**src/rtl/mmio_pkg.sv**
```systemverilog
// Shared bus command encoding and default I/O register addresses for the MMIO bridge.
package mmio_pkg;

  typedef enum logic [1:0] {
    MNONE  = 2'b00,
    MREAD  = 2'b01,
    MWRITE = 2'b10,
    MRSVD  = 2'b11
  } mem_cmd_e;

  localparam logic [8:0] LED_BASE  = 9'h100;
  localparam logic [8:0] SW_BASE   = 9'h140;
  localparam logic [8:0] EDGE_BASE = 9'h141;

endpackage

```
**src/rtl/sw_debounce.sv**
```systemverilog
// Switch synchroniser plus per-bit debounce; sw_db lags a stable sw_in change by 2+DEBOUNCE_CYCLES edges.
// rise is a same-cycle pulse that coincides with the edge at which sw_db goes 0->1.
module sw_debounce #(
  parameter int N_SW            = 8,
  parameter int DEBOUNCE_CYCLES = 4
) (
  input  logic            clk,
  input  logic            reset,
  input  logic [N_SW-1:0] sw_in,
  output logic [N_SW-1:0] sw_db,
  output logic [N_SW-1:0] rise
);

  localparam int CNT_W = (DEBOUNCE_CYCLES > 1) ? $clog2(DEBOUNCE_CYCLES) : 1;
  localparam logic [CNT_W-1:0] CNT_LAST = CNT_W'(DEBOUNCE_CYCLES - 1);
  localparam logic [CNT_W-1:0] CNT_ONE  = CNT_W'(1);

  logic [N_SW-1:0]  sync1;
  logic [N_SW-1:0]  sw_sync;
  logic [N_SW-1:0]  flip;
  logic [CNT_W-1:0] cnt [N_SW];

  always_comb begin
    flip = '0;
    for (int i = 0; i < N_SW; i++) begin
      flip[i] = (sw_sync[i] != sw_db[i]) && (cnt[i] == CNT_LAST);
    end
  end

  assign rise = flip & ~sw_db;

  always_ff @(posedge clk or posedge reset) begin
    if (reset) begin
      sync1   <= '0;
      sw_sync <= '0;
      sw_db   <= '0;
      for (int i = 0; i < N_SW; i++) cnt[i] <= '0;
    end else begin
      sync1   <= sw_in;
      sw_sync <= sync1;
      sw_db   <= sw_db ^ flip;
      // Any agreement with sw_db, or an accepted change, restarts the stability count.
      for (int i = 0; i < N_SW; i++) begin
        if ((sw_sync[i] == sw_db[i]) || flip[i]) cnt[i] <= '0;
        else                                     cnt[i] <= cnt[i] + CNT_ONE;
      end
    end
  end

endmodule

```
**src/rtl/mmio_io_bridge.sv**
```systemverilog
// MMIO bridge for LEDs, debounced switches and a read-clear switch rise register.
// Reads return registered data with a 1-cycle valid strobe; no backpressure, every command completes.
module mmio_io_bridge #(
  parameter int                ADDR_W          = 9,
  parameter int                DATA_W          = 16,
  parameter int                N_SW            = 8,
  parameter int                N_LED           = 8,
  parameter logic [ADDR_W-1:0] LED_BASE        = mmio_pkg::LED_BASE,
  parameter logic [ADDR_W-1:0] SW_BASE         = mmio_pkg::SW_BASE,
  parameter logic [ADDR_W-1:0] EDGE_BASE       = mmio_pkg::EDGE_BASE,
  parameter int                DEBOUNCE_CYCLES = 4
) (
  input  logic              clk,
  input  logic              reset,
  input  logic [1:0]        mem_cmd,
  input  logic [ADDR_W-1:0] mem_addr,
  input  logic [DATA_W-1:0] write_data,
  output logic [DATA_W-1:0] read_data,
  output logic              read_valid,
  output logic              io_sel,
  input  logic [N_SW-1:0]   sw_in,
  output logic [N_LED-1:0]  led_out
);

  import mmio_pkg::*;

  logic [N_SW-1:0]   sw_db;
  logic [N_SW-1:0]   rise;
  logic [N_SW-1:0]   edge_q;
  logic [N_LED-1:0]  led_q;
  logic              sel_led, sel_sw, sel_edge;
  logic              rd_io, rd_edge, wr_led;
  logic [DATA_W-1:0] rd_mux;

  sw_debounce #(
    .N_SW            (N_SW),
    .DEBOUNCE_CYCLES (DEBOUNCE_CYCLES)
  ) u_sw_debounce (
    .clk   (clk),
    .reset (reset),
    .sw_in (sw_in),
    .sw_db (sw_db),
    .rise  (rise)
  );

  assign sel_led  = (mem_addr == LED_BASE);
  assign sel_sw   = (mem_addr == SW_BASE);
  assign sel_edge = (mem_addr == EDGE_BASE);
  assign io_sel   = sel_led | sel_sw | sel_edge;

  assign rd_io   = (mem_cmd == MREAD) && io_sel;
  assign rd_edge = (mem_cmd == MREAD) && sel_edge;
  assign wr_led  = (mem_cmd == MWRITE) && sel_led;

  always_comb begin
    rd_mux = '0;
    if (sel_led)       rd_mux[N_LED-1:0] = led_q;
    else if (sel_sw)   rd_mux[N_SW-1:0]  = sw_db;
    else if (sel_edge) rd_mux[N_SW-1:0]  = edge_q;
  end

  always_ff @(posedge clk or posedge reset) begin
    if (reset) begin
      led_q      <= '0;
      edge_q     <= '0;
      read_data  <= '0;
      read_valid <= 1'b0;
    end else begin
      if (wr_led) led_q <= write_data[N_LED-1:0];
      // A rise landing on the clearing read's edge survives the clear.
      edge_q <= (rd_edge ? '0 : edge_q) | rise;
      if (rd_io) begin
        read_data  <= rd_mux;
        read_valid <= 1'b1;
      end else begin
        read_valid <= 1'b0;
      end
    end
  end

  assign led_out = led_q;

endmodule

```
**config.mk**
```make
export PLATFORM = sky130hd
export DESIGN_NAME = mmio_io_bridge
export DESIGN_NICKNAME = d
export VERILOG_FILES = /design/src/rtl/mmio_pkg.sv /design/src/rtl/sw_debounce.sv /design/src/rtl/mmio_io_bridge.sv
export SDC_FILE = /design/constraint.sdc
export NUM_CORES = 1
export LEC_CHECK = 0
export ABC_AREA = 1
export CORE_MARGIN = 3
export CORE_UTILIZATION = 45
export DETAILED_ROUTE_END_ITERATION = 12
export GPL_ROUTABILITY_DRIVEN = 0
export PLACE_DENSITY_LB_ADDON = 0.08
export SLEW_MARGIN = 40
export SYNTH_ARGS = -nofsm -noshare
export SYNTH_HDL_FRONTEND = slang
export SYNTH_SLANG_ARGS = --single-unit
```
**constraint.sdc**
```tcl
create_clock -name clk -period 1.85 [get_ports clk]
set_input_delay 0.37 -clock clk [delete_from_list [all_inputs] [get_ports clk]]
set_output_delay 0.37 -clock clk [all_outputs]
set_load 0.05 [all_outputs]
```
==> results of run 1 <==
## repair_timing
item | CTS | global route
gates resized for setup | 2 | 11
endpoints found under the setup margin | 1 | 1
buffers inserted | 2 | 1
pin swaps | 2 | 8
## cell type report
| class | instances | area (um2) |
|---|---|---|
| clock buffer | 13 | 149 |
| sequential | 65 | 1630 |
| multi-input combinational | 167 | 903 |
| tap | 72 | 90.1 |
| inverter | 40 | 156 |
| fill | 489 | 2120 |
| clock inverter | 3 | 40.0 |
| timing repair buffer | 61 | 592 |
## power groups by stage
stage               clock network (mW)  logic [mW]  registers, mW
floorplan                            0       0.453           1.83
global placement                     0       0.578           1.86
detailed placement                   0       0.609           1.87
CTS                               1.18       0.613           1.84
global route                      1.24       0.737           1.88
finish                            1.15       0.601           1.84
## how the worst max path moves through the flow
stage / slack [ns] / to / cells after the start
4_1_cts: 0.005 / io_sel / 7
2_1_floorplan: 0.42 / io_sel / 5
3_5_place_dp: -0.06 / io_sel / 6
3_3_place_gp: -0.05 / io_sel / 6
6_report: 0.04 / read_valid / 1
5_1_grt: -0.009 / io_sel / 7
## cells in the final DEF, fill, tap and decap left out
master           Yosys  routed
dfrtp_1             65      65
clkbuf_1             0       3
buf_12               0       4
nor2_2               2       4
o21ai_0             16      16
bufinv_16            0       1
inv_4                0       1
nand3_4              1       1
nand4_4              1       1
clkdlybuf4s50_1      0      23
conb_1               1       8
o22ai_1              8       8
clkbuf_8             0      10
o21ai_1              8       8
nand2_4              2       2
clkinv_2             0       2
nor3_4               1       1
inv_1               39      37
dlygate4sd2_1        0       1
nand2_2              2       5
dlymetal6s2s_1       0       5
ha_1                 8       8
inv_2                1       1
nand3_1             40      40
nor2_4               2       2
clkinvlp_4           0       1
nand2_1             37      34
nor2_1              23      21
a21oi_1              8       8
buf_4                9      28
## through the flow
step	hold WS, ns	setup TNS [ns]	setup slack, ns	util
finish	0.348	0	0.0432	0.627
global route	0.354	-0.00945	-0.00945	0.627
CTS	0.349	0	0.00504	0.621
detailed placement	0.335	-0.262	-0.0628	0.585
global placement	0.333	-0.0810	-0.0479	0.585
floorplan	0.331	0	0.419	-
## logic make-up after synthesis
group / synth area share
flip-flops: 0.596
other: 0.00137
adder cells (fa/ha/maj): 0.0367
buffers and inverters: 0.0871
AO/OA/AOI/OAI: 0.0770
AND/OR/NAND/NOR: 0.202
## layer usage
metal,routed length [um],vias up
met3,310,9
met4,100,0
met2,2390,58
met1,2420,974
li1,-,1021
met5,0,-
==> results by group, run 1 <==
Run status
  – Status: finished, final reports clean

CTS
  – Max Root-Sink Buffers: 2
  – CTS HTree Levels: 3
  – CTS Buf Count: 9
  – CTS clk-pin slew, worst paths: 0.06 ns
  – Clock Latency Late Sink: 0.33 ns
  – TritonCTS clock tree: done
  – Hold buffers post-CTS: 0
  – Root Driver: clkbuf_8
  – Sink Count: 65

Setup path
  – Critical path peak fanout: 1
  – Critical Path RT: 1.48 ns
  – R2r worst-path depth: 4
  – Crit Reg-Reg Startpoint: u_sw_debounce.cnt[12]$_DFF_PP0_
  – Worst path top cell family by delay: buffers and inverters
  – Slowest cell on the critical path: clkdlybuf4s50_1
  – Critical Path AT: 1.44 ns
  – Setup CP Type: flip-flop to primary output
  – RR Endpoint: u_sw_debounce.cnt[12]$_DFF_PP0_
  – Reg2reg setup slack: 0.81 ns
  – Worst setup startpoint: read_valid$_DFF_PP0_
  – CP Buf/Inv Count: 1
  – Setup crit end kind: primary output
  – Crit path largest cell delay: 0.79 ns
  – Startpoint Class: flip-flop
  – Cell breakdown of the critical path: clkdlybuf4s50_1

Power and ir drop
  – Peak supply drop: 0.000557 V
  – Sequential power share: 0.513
  – Total power: 3.60 mW
  – Switching share of total power: 0.282
  – Cell-internal power: 2.58 mW
  – Cell Pwr Density: 1010 mW/mm2
  – Combinational power share: 0.167
  – Clock Power Share: 0.320
  – Leakage: 1.87 nW
  – Psw: 1.01 mW

Place
  – Placed Cells: 402
  – Dpl hpwl: 3.63 mm
  – Placed cell area: 0.00332 mm2
  – I/O Buffers: 46

Drt
  – Antenna Nets Post-Route: 0
  – Vias per Instance: 4.90
  – Routed length per placed instance: 12.4 um
  – Residual DRC: 0
  – DRT iter0 DRCs: 77
  – TritonRoute pass-1 iters: 4
  – Final WL: 5.22 mm
  – Via count: 2,062

Floorplan
  – Starting Density: 0.481
  – Die W: 83.9 um
  – Core footprint: 0.00568 mm2
  – Die footprint: 0.00703 mm2
  – FP Rows: 27
  – I/O pins: 63
  – Die span in y: 83.9 um

Synth
  – #FFs+latches synth: 65
  – Synth Flop Type: dfrtp_1
  – Post-synth EDFFs: 0
  – Seq/Total Area, Yosys: 0.596
  – Dominant cell type by area after synthesis: dfrtp_1
  – Ys async rst share: 1.00
  – Most common cell in the netlist: dfrtp_1
  – Synth top cells by count: dfrtp_1 (65), nand3_1 (40), inv_1 (39)
  – Synth area leaders: dfrtp_1 (60%), nand3_1 (7.3%), inv_1 (5.4%), nand2_1 (5.1%), ha_1 (3.7%)
  – Syn_area_per_cell: 9.85 um2
  – Synth warn: 0
  – Syn Inst Count: 277
  – Yosys cell types: 23
  – Post-Syn Area: 0.00273 mm2
  – Synth top area share: 0.596

Cells and area
  – Design area: 0.00356 mm2
  – Diodes inserted: 0
  – Area delta synth->final: 30.4%
  – Nets: 389
  – Finished Layout Cells: 421
  – Share of cells above drive strength 1: 0.183

STA
  – Final setup fails: 0
  – Slew Limit Fails: 0
  – Achievable frequency: 553 MHz
  – Fin crit period: 1.81 ns
  – Final Hold Vio Count: 0
  – Skew final: 0.00474 ns
  – Final period util: 0.977

Global route
  – Initial antenna violation count: 0
  – Met1 GRT Util: 0.218
  – Most Crowded Layer GR: met2
  – Vias in the first global route: 2,035
  – Met2 Track Usage GR: 0.261
  – Grt ovf: 0
  – Largest net degree at the start of global routing: 66
  – Overall routing resource usage: 0.167
  – First-pass GRT wire length: 9.29 mm
  – GR Util met3: 0.0464

Hold path
  – HP Start: u_sw_debounce.sync1[1]$_DFF_PP0_
  – WHS Path Cells: 0
  – Worst Hold Class: flip-flop to flip-flop
  – Hold Path End: u_sw_debounce.sw_sync[1]$_DFF_PP0_

Flow run
  – Max_cap viols: 0
Power figures use the tool's default switching activity.
==> inputs of run 2 (changes only) <==
SETUP_SLACK_MARGIN = 0.2   (was default)
==> run 2 against run 1 <==
Effect of this change:
- routed wire length grew 2.3%
- setup slack gained 0.22 ns
- via count grew 0.92%
- sequential share of layout area shrank 0.65 points
- design area grew 1.4%
- die area is the same
- critical endpoint is now io_sel
- critical path type is now input pin to primary output
- first-iteration DRC count grew 35%
- worst hold slack lost 0.00055 ns
- core utilization grew 0.90 points
- sequential power is essentially flat
- largest power group unchanged
- cell count grew 1.7%
- highest routed layer unchanged
- clock-buffer cell count is the same
==> results by group, run 2 (synthesis results as in run 1) <==
Run status
  – Status: finished, final reports clean

STA
  – Final period util: 0.858
  – Fin crit period: 1.59 ns
  – Skew final: 0.00434 ns
  – Achievable frequency: 630 MHz
  – Setup ws final: 0.263 ns
  – Slew Limit Fails: 0
  – Final Hold Vio Count: 0
  – Total negative setup slack: 0 ns
  – Final setup fails: 0
  – Unrepaired setup endpoints after global routing: no

Cells and area
  – Multi-input gate area: 903 um2
  – Diodes inserted: 0
  – Share of cells above drive strength 1: 0.199
  – Finished Layout Cells: 428
  – Register area: 0.00163 mm2
  – Fillcell total: 480
  – Commonest cells after routing, fill and taps aside: dfrtp_1 (65), nand3_1 (40), inv_1 (37)
  – Most common cell after layout, fill and taps aside: dfrtp_1
  – Nets: 396
  – Area delta synth->final: 32.2%

Power and ir drop
  – Leakage: 1.92 nW
  – Peak supply drop: 0.000557 V
  – Total power: 3.60 mW
  – Cell Pwr Density: 997 mW/mm2

Drt
  – TritonRoute pass-1 iters: 4
  – Routed length per placed instance: 12.5 um
  – Residual DRC: 0
  – Vias per Instance: 4.86
  – DRT iter0 DRCs: 104
  – Antenna Nets Post-Route: 0
  – Final WL: 5.34 mm
  – Via count: 2,081

CTS
  – TritonCTS clock tree: done
  – Root Driver: clkbuf_8
  – Max Root-Sink Buffers: 2
  – CTS HTree Levels: 3
  – CTS clk-pin slew, worst paths: 0.06 ns
  – CTS Buf Count: 9
  – Sink Count: 65
  – Clock Latency Late Sink: 0.33 ns

Setup path
  – Setup crit end kind: primary output
  – Worst setup startpoint: mem_addr[2]
  – Critical Path RT: 1.48 ns
  – Setup CP Type: input pin to primary output
  – Critical path peak fanout: 3
  – Critical Path AT: 1.22 ns
  – Crit Reg-Reg Startpoint: u_sw_debounce.cnt[12]$_DFF_PP0_
  – Worst Setup EP: io_sel
  – RR Endpoint: u_sw_debounce.cnt[12]$_DFF_PP0_
  – Reg2reg setup slack: 0.81 ns
  – Startpoint Class: input pin
  – R2r worst-path depth: 4

Place
  – I/O Buffers: 46
  – Placed Cells: 402
  – Pre-CTS setup slack: -0.0628 ns
  – Dpl hpwl: 3.63 mm

Global route
  – Vias in the first global route: 2,076
  – Initial antenna violation count: 0
  – Grt ovf: 0
  – Largest net degree at the start of global routing: 66
  – First-pass GRT wire length: 9.45 mm
  – Overall routing resource usage: 0.169

Floorplan
  – Die footprint: 0.00703 mm2
  – Core footprint: 0.00568 mm2
  – I/O pins: 63
  – Starting Density: 0.481
  – FP Rows: 27
  – Die W: 83.9 um
  – Die span in y: 83.9 um

Hold path
  – HP Start: u_sw_debounce.sync1[1]$_DFF_PP0_
  – Worst Hold Class: flip-flop to flip-flop

Flow run
  – Max_cap viols: 0
==> run 2: cell types whose count changed in the layout (fill, tap and decap cells not counted), sizes merged <==
cell | previous run | this run
clkdlybuf4s50 | 23 | 19
buf | 32 | 39
dlygate4sd2 | 1 | 2
clkdlybuf4s15 | 0 | 2
dlymetal6s2s | 5 | 6
==> run 2: worst min path at each step <==
| stage | end | slack, ns | cells after the start |
|---|---|---|---|
| after floorplan | u_sw_debounce.sw_sync[0]$_DFF_PP0_ | 0.33 | 0 |
| after global placement | u_sw_debounce.sw_sync[2]$_DFF_PP0_ | 0.33 | 0 |
| after detailed placement | u_sw_debounce.sw_sync[5]$_DFF_PP0_ | 0.33 | 0 |
| after CTS | u_sw_debounce.sw_sync[5]$_DFF_PP0_ | 0.35 | 0 |
| after global routing | u_sw_debounce.sw_sync[5]$_DFF_PP0_ | 0.35 | 0 |
| final | u_sw_debounce.sw_sync[1]$_DFF_PP0_ | 0.35 | 0 |
==> run 2: repair_timing <==
action                                  CTS  global route
buffers inserted                          6             4
gates resized for setup                   7            11
pin swaps                                 8            13
endpoints found under the setup margin    2            14
gates cloned                              0             0
hold buffers                              0             0
==> run 2: stage by stage <==
stage	util	hold slack [ns]	instance area, um2
after CTS	0.626	0.349	3550
after global routing	0.636	0.354	3610
after floorplan	-	0.331	2760
after global placement	0.585	0.333	3320
final	0.636	0.347	3610
after detailed placement	0.585	0.335	3320
==> run 2: report_power, final <==
group / internal [mW] / leakage [nW] / total [mW] / switching [mW]
registers: 1.67 / 0.800 / 1.84 / 0.173
clock network: 0.656 / 0.0974 / 1.15 / 0.495
logic: 0.257 / 1.03 / 0.603 / 0.345
total: 2.58 / 1.92 / 3.60 / 1.01
==> run 2: worst max-delay path, cell delays in order <==
cell,delay (ns)
dlygate4sd2_1,0.25
nor2_2,0.09
nand2_2,0.08
nor2_4,0.11
nand2_2,0.08
nand3_4,0.10
buf_12,0.14
==> run 2: layer usage <==
layer,track usage,up-vias,wire [um]
li1,-,1040,-
met1,0.220,973,2460
met2,0.268,59,2470
met3,0.0464,9,316
met4,0.0716,0,100
met5,0,-,0
==> run 2: cell type report <==
type / count / area share
clock buffers: 13 / 0.0413
inverters: 40 / 0.0426
repair buffers: 68 / 0.179
well taps: 72 / 0.0250
clock inverters: 3 / 0.0111
flip-flops and latches: 65 / 0.451
multi-input cells: 167 / 0.250
==> inputs of run 3 (changes only) <==
CTS_CLUSTER_SIZE = 16   (was default)
==> results of run 3 <==
Same layout as run 2: the final DEF is identical, and so are final timing and power.
